--- config.mk ---
export PLATFORM = sky130hd
export DESIGN_NAME = option_menu
export DESIGN_NICKNAME = d
export VERILOG_FILES = /design/src/rtl/option_menu.sv
export SDC_FILE = /design/constraint.sdc
export NUM_CORES = 1
export LEC_CHECK = 0
export BUFFER_PORTS_ARGS = -buffer_cell sky130_fd_sc_hd__buf_2
export CORE_AREA = 3 3 61 63
export CTS_CLUSTER_DIAMETER = 50
export DETAILED_ROUTE_END_ITERATION = 10
export DIE_AREA = 0 0 64 66
export PLACE_DENSITY = 0.79
export REMOVE_ABC_BUFFERS = 1
export SLEW_MARGIN = 25
export SYNTH_ARGS = -nofsm -noshare
export SYNTH_HDL_FRONTEND = slang
export SYNTH_SLANG_ARGS = --single-unit
--- constraint.sdc ---
create_clock -name clk -period 2.64 [get_ports clk]
set_input_delay 0.528 -clock clk [delete_from_list [all_inputs] [get_ports clk]]
set_output_delay 0.528 -clock clk [all_outputs]
set_load 0.05 [all_outputs]
--- src/rtl/option_menu.sv ---
// Battle-menu controller: N options on one row with an enable mask, key-driven highlight and
// decide commit, drawn as filled rectangles. Define MENU_TIMEOUT_EN to build the auto-commit timer.
module option_menu #(
    parameter int unsigned NUM_OPTIONS    = 4,
    parameter logic [3:0]  ENTER_STATE    = 4'b0000,
    parameter bit          WRAP           = 1'b1,
    parameter int unsigned BTN_X0         = 126,
    parameter int unsigned BTN_PITCH      = 206,
    parameter int unsigned BTN_Y          = 707,
    parameter int unsigned BTN_W          = 110,
    parameter int unsigned BTN_H          = 42,
    parameter logic [11:0] COLOR_SEL      = 12'hFF0,
    parameter logic [11:0] COLOR_IDLE     = 12'hF80,
    parameter logic [11:0] COLOR_DIS      = 12'h444,
    parameter int unsigned TIMEOUT_CYCLES = 32500000,
    localparam int unsigned IDX_W         = $clog2(NUM_OPTIONS)
) (
    input  logic                   clk,
    input  logic                   rst,
    input  logic [10:0]            hcount_in,
    input  logic [9:0]             vcount_in,
    input  logic [3:0]             state_in,
    input  logic [NUM_OPTIONS-1:0] option_mask_in,
    input  logic [1:0]             key_input_in,
    input  logic                   decide_in,
    output logic                   busy_out,
    output logic                   finished_out,
    output logic [IDX_W-1:0]       choice_out,
    output logic                   timed_out_out,
    output logic [11:0]            pixel_out
);

    typedef enum logic {
        IDLE   = 1'b0,
        ACTIVE = 1'b1
    } menu_state_t;

    localparam logic [11:0] ROW_TOP = 12'(BTN_Y);
    localparam logic [11:0] ROW_BOT = 12'(BTN_Y + BTN_H);
    localparam logic [11:0] BTN_W12 = 12'(BTN_W);

    menu_state_t      state, state_next;
    logic [IDX_W-1:0] sel_idx, sel_next;
    logic [3:0]       prev_state;
    logic [1:0]       prev_key;
    logic             prev_decide;

    logic             entry_edge, key_edge, decide_edge, sel_enabled, commit;
    logic [IDX_W-1:0] lowest_idx, up_idx, dn_idx;
    logic             up_found, dn_found;
    int unsigned      sel_u, cand_up, cand_dn;

    logic [11:0]      h12, v12, btn_left, pix_next;
    logic             in_row;

`ifdef MENU_TIMEOUT_EN
    logic [31:0]      tmo_cnt;
    logic             tmo_hit, tmo_clr, commit_tmo;

    assign tmo_hit = (state == ACTIVE) && (tmo_cnt == 32'(TIMEOUT_CYCLES - 1));
`endif

    assign entry_edge  = (state_in == ENTER_STATE) && (prev_state != ENTER_STATE);
    assign key_edge    = (prev_key == 2'b00) && (key_input_in != 2'b00);
    assign decide_edge = !prev_decide && decide_in;
    assign sel_enabled = option_mask_in[sel_idx];

    always_comb begin
        lowest_idx = '0;
        for (int unsigned i = NUM_OPTIONS; i > 0; i--) begin
            if (option_mask_in[IDX_W'(i - 1)]) lowest_idx = IDX_W'(i - 1);
        end
    end

    // Nearest enabled neighbour in each direction; out-of-range candidates (no wrap) mark "none".
    always_comb begin
        up_idx   = sel_idx;
        dn_idx   = sel_idx;
        up_found = 1'b0;
        dn_found = 1'b0;
        sel_u    = 32'(sel_idx);
        cand_up  = 0;
        cand_dn  = 0;
        for (int unsigned k = 1; k < NUM_OPTIONS; k++) begin
            cand_up = sel_u + k;
            if (WRAP && cand_up >= NUM_OPTIONS) cand_up = cand_up - NUM_OPTIONS;
            if (WRAP) begin
                cand_dn = sel_u + NUM_OPTIONS - k;
                if (cand_dn >= NUM_OPTIONS) cand_dn = cand_dn - NUM_OPTIONS;
            end else if (k <= sel_u) begin
                cand_dn = sel_u - k;
            end else begin
                cand_dn = NUM_OPTIONS;
            end
            if (!up_found && cand_up < NUM_OPTIONS && option_mask_in[IDX_W'(cand_up)]) begin
                up_idx   = IDX_W'(cand_up);
                up_found = 1'b1;
            end
            if (!dn_found && cand_dn < NUM_OPTIONS && option_mask_in[IDX_W'(cand_dn)]) begin
                dn_idx   = IDX_W'(cand_dn);
                dn_found = 1'b1;
            end
        end
    end

    always_comb begin
        state_next = state;
        sel_next   = sel_idx;
        commit     = 1'b0;
`ifdef MENU_TIMEOUT_EN
        commit_tmo = 1'b0;
        tmo_clr    = 1'b0;
`endif
        case (state)
            IDLE: begin
                if (entry_edge && (|option_mask_in)) begin
                    state_next = ACTIVE;
                    sel_next   = lowest_idx;
`ifdef MENU_TIMEOUT_EN
                    tmo_clr    = 1'b1;
`endif
                end
            end
            ACTIVE: begin
                // Abort beats commit; decide beats a simultaneous key press.
                if (state_in != ENTER_STATE) begin
                    state_next = IDLE;
                end else if (decide_edge && sel_enabled) begin
                    commit     = 1'b1;
                    state_next = IDLE;
`ifdef MENU_TIMEOUT_EN
                end else if (tmo_hit && sel_enabled) begin
                    commit     = 1'b1;
                    commit_tmo = 1'b1;
                    state_next = IDLE;
`endif
                end else if (key_edge) begin
                    if (key_input_in == 2'b01)      sel_next = up_idx;
                    else if (key_input_in == 2'b10) sel_next = dn_idx;
                end
`ifdef MENU_TIMEOUT_EN
                if (key_edge || decide_edge || tmo_hit) tmo_clr = 1'b1;
`endif
            end
            default: state_next = IDLE;
        endcase
    end

    always_comb begin
        h12      = {1'b0, hcount_in};
        v12      = {2'b00, vcount_in};
        in_row   = (v12 >= ROW_TOP) && (v12 < ROW_BOT);
        btn_left = '0;
        pix_next = '0;
        for (int unsigned i = 0; i < NUM_OPTIONS; i++) begin
            btn_left = 12'(BTN_X0 + i * BTN_PITCH);
            if (busy_out && in_row && h12 >= btn_left && h12 < btn_left + BTN_W12) begin
                if (sel_idx == IDX_W'(i))             pix_next = COLOR_SEL;
                else if (option_mask_in[IDX_W'(i)])   pix_next = COLOR_IDLE;
                else                                  pix_next = COLOR_DIS;
            end
        end
    end

    always_ff @(posedge clk) begin
        if (rst) begin
            state        <= IDLE;
            sel_idx      <= '0;
            busy_out     <= 1'b0;
            finished_out <= 1'b0;
            choice_out   <= '0;
            pixel_out    <= '0;
            prev_state   <= ~ENTER_STATE;
            prev_key     <= 2'b00;
            prev_decide  <= 1'b0;
        end else begin
            state        <= state_next;
            sel_idx      <= sel_next;
            busy_out     <= (state_next == ACTIVE);
            finished_out <= commit;
            if (commit) choice_out <= sel_idx;
            pixel_out    <= pix_next;
            prev_state   <= state_in;
            prev_key     <= key_input_in;
            prev_decide  <= decide_in;
        end
    end

`ifdef MENU_TIMEOUT_EN
    always_ff @(posedge clk) begin
        if (rst) begin
            tmo_cnt       <= '0;
            timed_out_out <= 1'b0;
        end else begin
            timed_out_out <= commit_tmo;
            if (tmo_clr)               tmo_cnt <= '0;
            else if (state == ACTIVE)  tmo_cnt <= tmo_cnt + 32'd1;
        end
    end
`else
    assign timed_out_out = 1'b0;
`endif

endmodule

After elaboration in Yosys (flattened, before gate mapping)

Cells that the tools add are included.

Flip-flop bits (word level): 25
Input port bits: 34
Output and inout port bits: 17
Word-level logic and storage cells: 161

Add/sub/neg operators: 13
Magnitude comparators: 29
Eq/ne operators: 12
Mux-type cells: 60
Bitwise operators: 1
Reduce and logical (&&, ||, !) cells: 38

Operators by type and width:

| cell                                                                     | count |
|---|---|
| 32-bit by 3-bit < comparator with 1-bit output (second input constant)   | 6 |
| 32-bit two-way mux                                                       | 6 |
| 12-bit two-way mux                                                       | 12 |
| 32-bit by 3-bit >= comparator with 1-bit output (second input constant)  | 3 |
| 32-bit by 3-bit subtractor with 32-bit output (second input constant)    | 2 |
| 2-bit two-way mux                                                        | 16 |
| 32-bit by 1-bit subtractor with 32-bit output (second input constant)    | 1 |
| 32-bit by 2-bit subtractor with 32-bit output (second input constant)    | 1 |
| 1-bit logical AND                                                        | 25 |
| 11-bit by 10-bit >= comparator with 1-bit output (second input constant) | 2 |
| 11-bit by 10-bit < comparator with 1-bit output (second input constant)  | 2 |
| 2-bit by 3-bit < comparator with 1-bit output (second input constant)    | 7 |
| 1-bit two-way mux                                                        | 17 |
| 1-bit binary-select mux with 2-bit select                                | 7 |
| 3-bit by 3-bit subtractor with 4-bit output (second input constant)      | 3 |
| 11-bit by 7-bit >= comparator with 1-bit output (second input constant)  | 1 |
| 11-bit by 9-bit >= comparator with 1-bit output (second input constant)  | 1 |
| 11-bit by 8-bit < comparator with 1-bit output (second input constant)   | 1 |
| 11-bit by 9-bit < comparator with 1-bit output (second input constant)   | 1 |
| 10-bit >= comparator (second input constant)                             | 1 |
| 10-bit < comparator (second input constant)                              | 1 |
| 3-bit >= comparator (second input constant)                              | 3 |
| 4-bit nonzero test                                                       | 2 |
| 7-bit AND reduction                                                      | 1 |
| other kinds (20)                                                         | 31 |

Longest topological paths before layout

Depth in word-level cells: 22
Depth in mapped cells: 9
Depth with buffers taken out: 8

Worst setup path after synthesis

No wires, ideal clock.

Kind: flip-flop to flip-flop
Start point: reg sel_idx[1]
End point: reg sel_idx[0]
Library setup time: 0.086 ns
Arrival time: 2.288 ns
Data required time: 2.554 ns
Setup slack: 0.266 ns
Stages on the path, launching flop included: 9
Buffers on the path: 1
Period minus slack after synthesis: 2.374 ns
Cells stage by stage: dfxtp_1 -> clkbuf_1 -> inv_1 -> ha_1 -> mux4_2 -> a221oi_1 -> o21a_1 -> nor3_1 -> a211oi_1

Word-level cells in the longest chain between the ends: 22
Elaborated cells between the ends (all ways): 80

RTL lines:

| item                                                                                   | line | text |
|---|---|---|
| start, declared                                                                        | 43   | `logic [IDX_W-1:0] sel_idx, sel_next;` |
| start signal, assigned                                                                 | 178  | `sel_idx <= sel_next;` |
| branches (longest 22 deep; another with 32-bit by 1-bit subtractor with 32-bit output) | --   |  |

Several ways; the timed one is not identified. The select of a mux whose other input is x is not followed.
A chain may end at the register's enable or synchronous reset.

Final worst setup path

Start point: reg sel_idx[0]
End point: reg sel_idx[1]

The elaborated chain is that of the path after synthesis.

==> results by group <==
Outcome
  • Outcome: finished clean

Setup path
  • End of the worst register-to-register path: sel_idx[1]
  • Maximum fanout encountered on the critical timing path: 7
  • CP endpoint kind: flop
  • Critical Path Start Type: flop
  • Slack of the worst reg-to-reg path: ~0.34 ns
  • Critical register-to-register path startpoint: sel_idx[0]
  • Arr. time, crit path: approximately 2.5 ns
  • Reg2Reg Depth: 8
  • Required time of the worst setup path: about 2.9 ns
  • Kind of critical path: reg2reg

Placement
  • Worst setup timing slack at the placement stage: 0.363 ns
  • Estimated wirelength of the detail-placed design: around 2600 µm
  • Global placement routability congestion: around 0.84
  • Count of buffers from port buffering: 45
  • Placed standard-cell area: approximately 1700 µm²

Floorplanning
  • # IOs: 51
  • Floorplan die area: roughly 4200 µm²
  • Starting density of the core: 43.7%
  • Total core area: between 3000 and 4000 µm²
  • Y dimension of the die: ~66 µm
  • Number of placement rows: 21
  • Die width: between 60 and 70 µm

STA
  • Number of hold violations in the final report: 0
  • Aggregate negative setup slack: 0 ns
  • Pins Over Slew Limit: 0
  • Time the final worst path needs with I/O delays and setup: between 2 and 2.5 ns
  • Fmax achieved: 435 MHz
  • Worst path setup slack after routing: approximately 0.34 ns
  • Clk_skew: a little under 0.005 ns
  • Portion of the clock cycle consumed by the worst path in the final layout: about 87%
  • Smallest hold slack: 0.437 ns
  • Total of endpoints with negative setup slack in the final report: 0
  • Setup repair after global routing missed its margin: false

CTS
  • CTS hold repair buffers: 0
  • Max clock buf depth: 2
  • TritonCTS sink count: 18
  • CTS tree: done
  • Number of buffers inserted to repair setup after CTS: 0
  • Post-cts resize count: 0
  • H-tree level count: 1
  • Buffer cell driving the clock tree root: clkbuf_4
  • Number of clock buffers inserted by TritonCTS: 3
  • Clock-pin slew on the worst setup and hold paths: around 0.1 ns
  • Clock insertion delay at the later pin of the skew report: ~0.29 ns

GRT
  • Number of global-route vias before repair: approximately 1400
  • Congestion Overflow GR: 0
  • Largest net degree at the start of global routing: 19
  • GRT Resource Usage Total: between 15 and 20%
  • Global-route wire length before repair: about 5700 µm
  • Antenna violations before repair: 0

Worst hold path
  • Endpoint of the worst hold path: prev_state[2]
  • Class of the worst hold path: in2reg
  • Min-Delay Path Depth: 2
  • Hold path startpoint: state_in[2]

Synth
  • EDFF count, synth: 0
  • Cell variety after synth: between 50 and 60
  • Top flip-flop cell by instance count after synthesis: dfxtp_1
  • Yosys reg bits: 18
  • Mean Syn Cell Area: between 8 and 9 µm²
  • Biggest area consumer among synthesized cells: dfxtp_1
  • Async set-or-reset flop fraction in the synthesized netlist: 0%
  • Gate count of the mapped netlist: 177
  • Ys Warns: 0
  • Biggest area contributors in the synthesized netlist: dfxtp_1 (25%), mux4_2 (4.7%), ha_1 (4.4%), buf_4 (4.2%), a21oi_1 (3.5%)
  • Fraction of post-synthesis cell area in the top cell type by area: around a quarter
  • Netlist Area Pre-Place: 1430 µm²
  • Sequential cell area fraction in the yosys report: between 20% and 30%

Drt
  • Iteration-0 DRC count of the detailed router: 107
  • Via density per instance: 5.44
  • Antenna viol nets, final: 0
  • Average wire per standard cell: 12.6 µm
  • DRC Markers: 0
  • Total via count after detailed routing: between 1000 and 1500
  • Routed wire length: 3310 µm
  • First-pass iteration count of the detailed router: 4

Cells and area
  • Post-layout net count: 257
  • Fraction of layout instances using a drive strength above 1: between 30% and 40%
  • Finished Cell Area: ~1700 µm²
  • Most common library cell in the layout ignoring fill and taps: buf_2
  • Growth of design area from synthesis to finish: 18.1%
  • Commonest cells after routing, fill and taps aside: buf_2 (45), dfxtp_1 (18), nor2_1 (13)
  • Ant. Diodes: 0

Power
  • VDD IR max: between 0.0002 and 0.0003 V
  • Power Density: around 360 nW/µm²
  • Leakage component of the power: approximately 0.74 nW

Run
  • Max-cap check violation count: 0
==> critical path, stage by stage, from the launching register on <==
cell and delay (ns):
dfxtp_1 0.34, inv_1 0.09, ha_1 0.44, mux4_2 0.59, a21oi_1 0.19, nand4_1 0.14, nand3_2 0.14, nor2_1 0.06
a221oi_1 0.24
==> per-layer routing <==
layer  global-route usage, %  routed length, µm  share of wire, %
met1                    19.2               1410                42
met2                    30.2               1740                53
met3                    2.89                135               4.1
met4                    3.77                 29              0.88
met5                       0                  0                 0
==> cell usage after synthesis (3+ instances only) <==
master,n
o21a_1,3
inv_1,9
a221oi_1,3
nor4_1,3
buf_4,8
nor2_1,13
o21ai_0,10
ha_1,5
nand3_1,4
clkbuf_1,5
mux4_2,3
dfxtp_1,18
nand3b_1,3
nor2b_1,7
nor3_1,8
nand2_1,12
or2_2,4
a21o_1,3
a21oi_1,10
==> cell type report <==
cell class              count  area (µm²)
clock buffers               4        36.3
fillers                   328        1590
inverters                   9        33.8
multi-input cells         137         951
flip-flops and latches     18         360
well taps                  46        57.6
repair buffers             49         255
==> worst max-delay path by stage <==
stage | start | to | slack, ns | depth (start not counted)
floorplan | sel_idx[0] | sel_idx[1] | 0.21 | 8
global placement | sel_idx[0] | sel_idx[1] | 0.41 | 8
detailed placement | sel_idx[0] | sel_idx[1] | 0.36 | 8
CTS | sel_idx[0] | sel_idx[1] | 0.34 | 8
global route | sel_idx[0] | sel_idx[0] | 0.12 | 7
finish | sel_idx[0] | sel_idx[1] | 0.34 | 8
==> through the flow <==
| stage | power [mW] | std cells | utilization, % |
|---|---|---|---|
| finish | 0.605 | 263 | 51.6 |
| global route | 0.646 | 263 | 51.6 |
| CTS | 0.614 | 263 | 51.6 |
| detailed placement | 0.444 | 259 | 50.5 |
| global placement | 0.440 | 259 | 50.5 |
| floorplan | 0.380 | 164 | - |
==> logic make-up (layout without fill, tap and decap cells) <==
| family | Yosys count | in the layout | synth area share, % |
|---|---|---|---|
| DFF | 18 | 18 | 25.1 |
| and+or+nand+nor | 68 | 68 | 26.1 |
| adders and majority gates | 5 | 5 | 4.36 |
| muxes | 7 | 7 | 7.68 |
| buffers and inverters | 25 | 62 | 9.34 |
| AOI/OAI and AO/OA | 52 | 52 | 26.5 |
| other | 1 | 4 | 0.262 |
| xor gates and xnor gates | 1 | 1 | 0.611 |
==> power breakdown <==
part | switching [mW] | internal, mW
combinational | 0.0930 | 0.0651
sequential | 0.00279 | 0.278
clock | 0.0815 | 0.0840
total | 0.177 | 0.427
==> registers in the layout, indices dropped and copies added, names as in the netlist <==
name	count
prev_state	4
prev_decide	1
pixel_out	5
sel_idx	2
choice_out	2
finished_out	1
state	1
prev_key	2
(Power assumes the default switching activity.)
